File: config.mk
export PLATFORM = sky130hd
export DESIGN_NAME = load_store_unit
export DESIGN_NICKNAME = d
export VERILOG_FILES = /design/src/rtl/load_store_unit_pkg.sv /design/src/rtl/load_store_unit_lane_align.sv /design/src/rtl/load_store_unit.sv
export SDC_FILE = /design/constraint.sdc
export NUM_CORES = 1
export LEC_CHECK = 0
export CAP_MARGIN = 10
export CORE_ASPECT_RATIO = 1.4
export CORE_MARGIN = 2
export CORE_UTILIZATION = 47
export DETAILED_ROUTE_END_ITERATION = 16
export HOLD_SLACK_MARGIN = 0.15
export MAX_ROUTING_LAYER = met4
export PLACE_DENSITY = 0.94
export SLEW_MARGIN = 20
export SYNTH_ARGS = -nofsm -noshare
export SYNTH_HDL_FRONTEND = slang
export SYNTH_SLANG_ARGS = --single-unit
File: constraint.sdc
create_clock -name i_clock -period 3.24 [get_ports i_clock]
set_input_delay 0.648 -clock i_clock [delete_from_list [all_inputs] [get_ports i_clock]]
set_output_delay 0.648 -clock i_clock [all_outputs]
set_load 0.01 [all_outputs]
File: src/rtl/load_store_unit_pkg.sv
// Shared LSU definitions: access sizes, FSM states and lane helpers.
// Optional feature macro: LSU_MISALIGN_TRAP_EN (see load_store_unit.sv).
package load_store_unit_pkg;

    localparam logic [1:0] SIZE_BYTE  = 2'b00;
    localparam logic [1:0] SIZE_HWORD = 2'b01;
    localparam logic [1:0] SIZE_WORD  = 2'b10;
    localparam logic [1:0] SIZE_NONE  = 2'b11;

    typedef enum logic [1:0] {
        ST_IDLE = 2'd0,
        ST_REQ  = 2'd1,
        ST_RESP = 2'd2
    } lsu_state_t;

    function automatic logic is_misaligned(
        input logic [1:0] size,
        input logic [1:0] off
    );
        return (size == SIZE_HWORD && off[0])
            || (size == SIZE_WORD && off != 2'b00);
    endfunction

    // Drop the low offset bits a naturally aligned access cannot use.
    function automatic logic [1:0] lane_offset(
        input logic [1:0] size,
        input logic [1:0] off
    );
        case (size)
            SIZE_HWORD: return {off[1], 1'b0};
            SIZE_WORD:  return 2'b00;
            default:    return off;
        endcase
    endfunction

endpackage

File: src/rtl/load_store_unit_lane_align.sv
// Byte-lane generator for stores and lane extractor/extender for loads.
// Purely combinational; shared by the LSU and its tests.
module lsu_lane_align
    import load_store_unit_pkg::*;
(
    input  logic [1:0]  i_size,
    input  logic [1:0]  i_off,
    input  logic        i_sign,
    input  logic [31:0] i_store_data,
    input  logic [31:0] i_rdata,
    output logic [3:0]  o_be,
    output logic [31:0] o_wdata,
    output logic [31:0] o_load_data
);

    logic [7:0]  w_byte;
    logic [15:0] w_half;

    always_comb begin
        w_byte      = i_rdata[{i_off, 3'b000} +: 8];
        w_half      = i_off[1] ? i_rdata[31:16] : i_rdata[15:0];
        o_be        = 4'b0000;
        o_wdata     = 32'h0;
        o_load_data = 32'h0;
        case (i_size)
            SIZE_BYTE: begin
                o_be        = 4'b0001 << i_off;
                o_wdata     = {4{i_store_data[7:0]}};
                o_load_data = {{24{i_sign & w_byte[7]}}, w_byte};
            end
            SIZE_HWORD: begin
                o_be        = i_off[1] ? 4'b1100 : 4'b0011;
                o_wdata     = {2{i_store_data[15:0]}};
                o_load_data = {{16{i_sign & w_half[15]}}, w_half};
            end
            SIZE_WORD: begin
                o_be        = 4'b1111;
                o_wdata     = i_store_data;
                o_load_data = i_rdata;
            end
            default: ;
        endcase
    end

endmodule

File: src/rtl/load_store_unit.sv
// MEM-stage load/store unit driving a word-addressed req/ack data memory.
// Define LSU_MISALIGN_TRAP_EN to report misaligned accesses instead of masking.
module load_store_unit
    import load_store_unit_pkg::*;
#(
    parameter int ADDR_W = 32,
    parameter int DATA_W = 32
) (
    input  logic              i_clock,
    input  logic              i_reset,
    input  logic              i_req_valid,
    output logic              o_req_ready,
    input  logic              i_mem_wEn,
    input  logic [1:0]        i_mem_size,
    input  logic              i_load_extend_sign,
    input  logic [ADDR_W-1:0] i_addr,
    input  logic [DATA_W-1:0] i_store_data,
    output logic              o_rsp_valid,
    output logic [DATA_W-1:0] o_load_data,
    output logic              o_misaligned,
    output logic              o_stall,
    output logic              o_dmem_req,
    output logic              o_dmem_we,
    output logic [ADDR_W-1:0] o_dmem_addr,
    output logic [3:0]        o_dmem_be,
    output logic [DATA_W-1:0] o_dmem_wdata,
    input  logic              i_dmem_ack,
    input  logic [DATA_W-1:0] i_dmem_rdata
);

    lsu_state_t          r_state;
    lsu_state_t          w_next;
    logic [ADDR_W-3:0]   r_addr;
    logic [1:0]          r_size;
    logic [1:0]          r_off;
    logic                r_we;
    logic                r_sign;
    logic [DATA_W-1:0]   r_sdata;
    logic [DATA_W-1:0]   r_load_data;
    logic                w_accept;
    logic                w_trap;
    logic [3:0]          w_be;
    logic [DATA_W-1:0]   w_wdata;
    logic [DATA_W-1:0]   w_ld;

    assign w_accept = (r_state == ST_IDLE) && i_req_valid;

`ifdef LSU_MISALIGN_TRAP_EN
    logic r_mis;

    assign w_trap = is_misaligned(i_mem_size, i_addr[1:0]);

    always_ff @(posedge i_clock) begin
        if (i_reset) begin
            r_mis <= 1'b0;
        end else if (w_accept) begin
            r_mis <= w_trap;
        end
    end

    assign o_misaligned = r_mis && (r_state == ST_RESP);
`else
    assign w_trap       = 1'b0;
    assign o_misaligned = 1'b0;
`endif

    lsu_lane_align u_align (
        .i_size       (r_size),
        .i_off        (r_off),
        .i_sign       (r_sign),
        .i_store_data (r_sdata),
        .i_rdata      (i_dmem_rdata),
        .o_be         (w_be),
        .o_wdata      (w_wdata),
        .o_load_data  (w_ld)
    );

    always_ff @(posedge i_clock) begin
        if (i_reset) begin
            r_state <= ST_IDLE;
        end else begin
            r_state <= w_next;
        end
    end

    always_comb begin
        w_next = r_state;
        unique case (r_state)
            ST_IDLE: begin
                if (i_req_valid) begin
                    w_next = (i_mem_size == SIZE_NONE || w_trap)
                           ? ST_RESP : ST_REQ;
                end
            end
            ST_REQ: begin
                if (i_dmem_ack) begin
                    w_next = ST_RESP;
                end
            end
            ST_RESP: w_next = ST_IDLE;
            default: w_next = ST_IDLE;
        endcase
    end

    // Request fields are frozen at accept so dmem outputs stay stable.
    always_ff @(posedge i_clock) begin
        if (i_reset) begin
            r_addr      <= '0;
            r_size      <= SIZE_NONE;
            r_off       <= 2'b00;
            r_we        <= 1'b0;
            r_sign      <= 1'b0;
            r_sdata     <= '0;
            r_load_data <= '0;
        end else if (w_accept) begin
            r_addr      <= i_addr[ADDR_W-1:2];
            r_size      <= i_mem_size;
            r_off       <= lane_offset(i_mem_size, i_addr[1:0]);
            r_we        <= ~i_mem_wEn;
            r_sign      <= i_load_extend_sign;
            r_sdata     <= i_store_data;
            r_load_data <= '0;
        end else if (r_state == ST_REQ && i_dmem_ack) begin
            r_load_data <= r_we ? '0 : w_ld;
        end
    end

    always_comb begin
        o_req_ready  = 1'b0;
        o_rsp_valid  = 1'b0;
        o_stall      = 1'b0;
        o_dmem_req   = 1'b0;
        o_dmem_we    = 1'b0;
        o_dmem_addr  = '0;
        o_dmem_be    = 4'b0000;
        o_dmem_wdata = '0;
        unique case (r_state)
            ST_IDLE: begin
                o_req_ready = 1'b1;
                o_stall     = i_req_valid;
            end
            ST_REQ: begin
                o_stall      = 1'b1;
                o_dmem_req   = 1'b1;
                o_dmem_we    = r_we;
                o_dmem_addr  = {r_addr, 2'b00};
                o_dmem_be    = w_be;
                o_dmem_wdata = w_wdata;
            end
            ST_RESP: o_rsp_valid = 1'b1;
            default: ;
        endcase
    end

    assign o_load_data = r_load_data;

endmodule

==> flow_summary.json, run 1 <==
{
  "placedCellCount": 911,
  "required_ns": 2.59,
  "numClockSinks": 102,
  "ir_drop_mv": 0.265,
  "setup_viol": 0,
  "first_pass_iters": 6,
  "p_leak_uw": 0.00258,
  "period_share": 0.918,
  "ys.flop_type": "dfxtp_1",
  "ys_types": 43,
  "yosys_warnings": 0,
  "cts_resized": 0,
  "synth-compound-area-share": 0.267,
  "power_density_nw_per_um2": 404,
  "drtIter0Drc": 485,
  "ys_async_sr_fraction": 0,
  "path_class": "reg -> out",
  "diodes": 0,
  "yosysSeqAreaShare": 0.406,
  "fin_cells": 925,
  "critical_path.max_fanout": 10,
  "dr_total_vias": 5312,
  "syn_area_um2": 5030,
  "grt_overflow_total": 0,
  "die_w_um": 91.5,
  "endpoint_kind": "primary output",
  "nFillCells": 762,
  "drc": 0,
  "synth_top_area_cell": "dfxtp_1",
  "rsz0062_at_grt": "false",
  "status": "completed",
  "synth_edf_count": 0,
  "synth_xor_area_frac": 0,
  "syn_inst": 612,
  "dp_hpwl_um": 11800,
  "grt_usage": 0.276,
  "worst_pin_slew_ns": 0.762,
  "antenna_left": 0,
  "synth.avg_cell_area_um2": 8.23,
  "timing.setup.tns_ns": 0,
  "synth_fa_ha_area_frac": 0.00497,
  "rows": 44,
  "synthMuxAreaShare": 0.0244,
  "clock_latency_ns": 0.34,
  "drive_gt1_frac": 0.0813,
  "start_kind": "flop",
  "htree_levels": 3,
  "cts_tree": "yes",
  "synth_top_family_by_area": "compound AO/OA/AOI/OAI gates",
  "maxCapViolCount": 0,
  "skew_ns": 0.00613,
  "hold_path_class": "reg -> reg",
  "start_util": 0.484,
  "root_buffer": "clkbuf_16",
  "fmax_ghz": 0.336,
  "die-area_um2": 11600,
  "core-area_um2": 10400,
  "ys_ff_latch": 102,
  "cts_buffers": 9,
  "clk_pin_slew_ns": 0.07,
  "finalMaxSlewViolations": 0,
  "antenna_found_initial": 0,
  "regArea_um2": 2040,
  "clk_path_buf_depth": 2,
  "max-slew-margin-rel": 0.490,
  "cts_hold_buffers": 0,
  "area_growth_pct": 46.1,
  "fin_crit_ns": 2.98,
  "cts_setup_buffers": 0,
  "synth.area.top_cells": "dfxtp_1 (41%), nand2_1 (11%), a21oi_1 (9.1%)",
  "fin_nets": 890,
  "arrival_ns": 2.33,
  "synth_top_cell_area_share": 0.406,
  "ioPinCount": 210,
  "avgViaCountPerCell": 5.74,
  "hold_viol_final": 0,
  "fin_hold_ws_ns": 0.450,
  "multiInputGateArea_um2": 2680,
  "drt_wl_total_um": 16100,
  "die_h_um": 126,
  "synth-simple-area-share": 0.232,
  "grt_pass1_wl_um": 25200,
  "port_buffers": 206,
  "grt_max_degree": 69,
  "grt_pass1_vias": 5033,
  "gp_congestion": 0.911,
  "routedWlPerCell_um": 17.4
}
[final cells by class]
class	count	share of cell area
Tap cell	138	0.0235
Inverter	3	0.00221
Timing Repair Buffer	219	0.295
Clock inverter	3	0.00629
Sequential cell	102	0.278
Clock buffer	11	0.0316
Multi-Input combinational cell	449	0.364
[placed cells by master (no fill, tap or decap), types with 2 or more instances in the layout]
master	netlist	routed
a22oi_1	17	17
nor2b_2	0	2
a2bb2oi_1	16	16
nor2b_1	17	15
o2bb2ai_1	6	6
ha_1	2	2
o2bb2ai_2	10	10
buf_4	5	12
o21a_1	3	3
a221oi_2	8	8
and2_1	32	32
inv_1	2	2
nand2_1	151	151
and3_1	8	8
a211oi_1	2	2
clkbuf_1	30	2
clkdlybuf4s50_1	0	205
dfxtp_1	102	102
mux2_2	8	8
conb_1	1	3
a21oi_1	92	92
nor2_1	31	31
nand3_1	2	2
a222oi_1	7	7
a221oi_1	16	16
clkbuf_16	0	9
o211ai_1	2	2
[registers in the layout, indices dropped and copies added, names as in the netlist]
register,count
o_load_data,32
r_sdata,32
r_addr,30
r_off,2
r_size,2
r_state,2
r_sign,1
r_we,1
[path summary, 6_finish.rpt]
path	start	end	slack [ns]	depth (start not counted)
hold reg to reg	r_addr[14]	r_addr[14]	0.45	2
setup reg to reg	r_state[1]	o_load_data[31]	0.97	6
hold / removal	r_addr[14]	r_addr[14]	0.45	2
setup / recovery	r_size[1]	o_dmem_be[0]	0.26	5
[worst max-delay path, stage by stage (launching register included)]
cell and delay, ns:
dfxtp_1 0.51, nor2b_2 0.44, o21bai_1 0.17, buf_4 0.17, and2_1 0.15, clkdlybuf4s50_1 0.54
[routing by layer]
metal	routed length, µm	vias up	track usage	part of all wire
met2	8310	287	0.467	0.52
met1	5930	2521	0.314	0.37
li1	-	2470	-	-
met4	504	0	0.115	0.031
met5	0	-	-	0
met3	1370	34	0.0600	0.085
[cell families (layout without fill, tap and decap cells)]
group | after synthesis | in the layout
and+or+nand+nor | 252 | 252
AOI/OAI and AO/OA | 182 | 182
DFF | 102 | 102
buffers and inverters | 63 | 236
muxes | 10 | 10
adders and majority gates | 2 | 2
other | 1 | 3
[cell usage after synthesis, types with 2 or more instances]
| cell type | n |
|---|---|
| a22oi_1 | 17 |
| clkbuf_1 | 30 |
| o21a_1 | 3 |
| and3_1 | 8 |
| buf_6 | 7 |
| nor2b_1 | 17 |
| ha_1 | 2 |
| mux2_2 | 8 |
| a221oi_2 | 8 |
| dfxtp_1 | 102 |
| a211oi_1 | 2 |
| and2_1 | 32 |
| buf_4 | 5 |
| nand2_1 | 151 |
| a21oi_1 | 92 |
| nor3b_2 | 2 |
| a221oi_1 | 16 |
| a222oi_1 | 7 |
| buf_1 | 3 |
| nor2_1 | 31 |
| o2bb2ai_2 | 10 |
| nand3_1 | 2 |
| buf_2 | 15 |
| o2bb2ai_1 | 6 |
| a2bb2oi_1 | 16 |
| o211ai_1 | 2 |
| inv_1 | 2 |
[through the flow]
step | setup slack [ns] | cell area (µm²) | utilization | total power, µW
after detailed placement | 0.593 | 7080 | 0.680 | 1950
after CTS | 0.273 | 7360 | 0.707 | 2980
after global routing | 0.139 | 7360 | 0.707 | 3100
after global placement | 0.683 | 7080 | 0.680 | 1930
after floorplan | 1.23 | 5040 | - | 1700
final | 0.264 | 7360 | 0.707 | 2970
[report_power, final]
part | leakage, µW | total, µW | switching [µW] | internal (µW)
Sequential | 0.000833 | 1360 | 47.8 | 1310
Combinational | 0.00162 | 570 | 290 | 280
Clock | 0.000132 | 1040 | 446 | 594
Total | 0.00258 | 2970 | 784 | 2190
Note: power is estimated with default switching activity, not from simulation.
==> run 2, diff against run 1 <==
==> constraint.sdc (replaced) <==
create_clock -name i_clock -period 3.24 [get_ports i_clock]
set_input_delay 0.81 -clock i_clock [delete_from_list [all_inputs] [get_ports i_clock]]
set_output_delay 0.81 -clock i_clock [all_outputs]
set_load 0.01 [all_outputs]
==> flow_summary.json, run 2 (same netlist as run 1, synthesis figures left out) <==
{
  "grt_max_degree": 69,
  "fin_nets": 891,
  "setup_viol": 0,
  "hold_viol_final": 0,
  "period_share": 0.967,
  "fin_ws_ns": 0.107,
  "start_util": 0.484,
  "critPathLaunch": "r_state[1]",
  "status": "completed",
  "ir_drop_mv": 0.247,
  "cts_resized": 0,
  "clk_pin_slew_ns": 0.07,
  "switchingPower_uw": 833,
  "worst_r2r_startpoint": "r_state[1]",
  "routedWlPerCell_um": 17.0,
  "hold_path_class": "reg -> reg",
  "skew_ns": 0.0107,
  "gp_congestion": 0.956,
  "grt_overflow_total": 0,
  "numClockSinks": 102,
  "cp-endpoint": "o_dmem_wdata[3]",
  "clock_latency_ns": 0.35,
  "first_pass_iters": 6,
  "path_class": "reg -> out",
  "power_density_nw_per_um2": 404,
  "dr_total_vias": 5280,
  "timing.setup.tns_ns": 0,
  "maxCapViolCount": 0,
  "die_w_um": 91.5,
  "cts_hold_buffers": 0,
  "start_kind": "flop",
  "dp_hpwl_um": 11400,
  "antenna_left": 0,
  "finalMaxSlewViolations": 0,
  "drive_gt1_frac": 0.0873,
  "rsz0062_at_grt": "false",
  "cts_buffers": 9,
  "ioPinCount": 210,
  "reg2reg_to": "o_load_data[24]",
  "htree_levels": 3,
  "final_common_cell": "clkdlybuf4s50_1",
  "p_seq_frac": 0.456,
  "avgViaCountPerCell": 5.69,
  "final_cell_mix": "clkdlybuf4s50_1 (205), nand2_1 (151), dfxtp_1 (102), a21oi_1 (92), and2_1 (32)",
  "worstPathCellList": "nand2b_4 > clkinv_4 > and3_1 > clkdlybuf4s50_1",
  "drtIter0Drc": 451,
  "die-area_um2": 11600,
  "critical_path.max_fanout": 43,
  "slowest_delay_ns": 0.51,
  "fin_crit_ns": 3.13,
  "drt_wl_total_um": 15700,
  "r2r_slack_ns": 1.00,
  "endpoint_kind": "primary output",
  "grt_pass1_vias": 5064,
  "root_buffer": "clkbuf_16",
  "arrival_ns": 2.32,
  "cts_tree": "yes",
  "max-slew-margin-rel": 0.499,
  "core-area_um2": 10400,
  "cts_setup_buffers": 0,
  "drc": 0,
  "port_buffers": 206,
  "worst_pin_slew_ns": 0.750,
  "clk_path_buf_depth": 2,
  "p_leak_uw": 0.00259,
  "diodes": 0,
  "swShare": 0.280,
  "fmax_ghz": 0.319,
  "rows": 44,
  "p_int_uw": 2150,
  "reg2reg_depth": 6,
  "die_h_um": 126,
  "area_growth_pct": 46.5,
  "slowest_stage": "dfxtp_1",
  "pre_cts_slack_ns": 0.323,
  "fin_hold_ws_ns": 0.450,
  "clkPwrFrac": 0.352,
  "p_comb_frac": 0.192,
  "antenna_found_initial": 0,
  "required_ns": 2.43,
  "grt_pass1_wl_um": 24900,
  "fin_util": 0.709,
  "grt_usage": 0.273
}
[run 2: routing by layer]
metal	GRT usage	part of all wire	up-vias
met2	0.467	0.51	303
met1	0.308	0.37	2446
met3	0.0487	0.083	52
li1	-	-	2479
met4	0.124	0.032	0
met5	-	0	-
[run 2: worst max-delay path, delay by kind of cell (launching register included)]
kind | cells | cell delay (ns)
buffers and inverters | 2 | 0.79
and+or+nand+nor | 2 | 0.67
DFF | 1 | 0.51
[run 2: layout make-up]
class	count	area, µm²
Fill cell	753	3030
Multi-Input combinational cell	449	2680
Timing Repair Buffer	220	2170
Sequential cell	102	2040
Clock buffer	10	239
Tap cell	138	173
Clock inverter	6	51.3
Inverter	3	16.3
[run 2: how the worst min path moves through the flow]
| stage | cells past startpoint | endpoint | from | slack (ns) |
|---|---|---|---|---|
| global placement | 2 | r_addr[17] | r_addr[17] | 0.44 |
| finish | 2 | r_addr[14] | r_addr[14] | 0.45 |
| global route | 2 | r_addr[24] | r_addr[24] | 0.48 |
| floorplan | 2 | r_addr[0] | r_addr[0] | 0.43 |
| CTS | 2 | r_addr[16] | r_addr[16] | 0.45 |
| detailed placement | 2 | r_addr[14] | r_addr[14] | 0.44 |
[run 2: per-stage QoR]
| step | std cells | area, µm² | power [µW] |
|---|---|---|---|
| after floorplan | 614 | 5040 | 1700 |
| after CTS | 928 | 7380 | 2980 |
| after detailed placement | 912 | 7090 | 1950 |
| after global placement | 912 | 7090 | 1930 |
| after global routing | 928 | 7380 | 3100 |
| final | 928 | 7380 | 2980 |
[run 2: power groups by stage]
stage,registers [µW],logic (µW),clock network (µW)
floorplan,1370,336,0
detailed placement,1390,564,0
CTS,1360,568,1060
global route,1370,616,1120
global placement,1380,549,0
finish,1360,571,1050
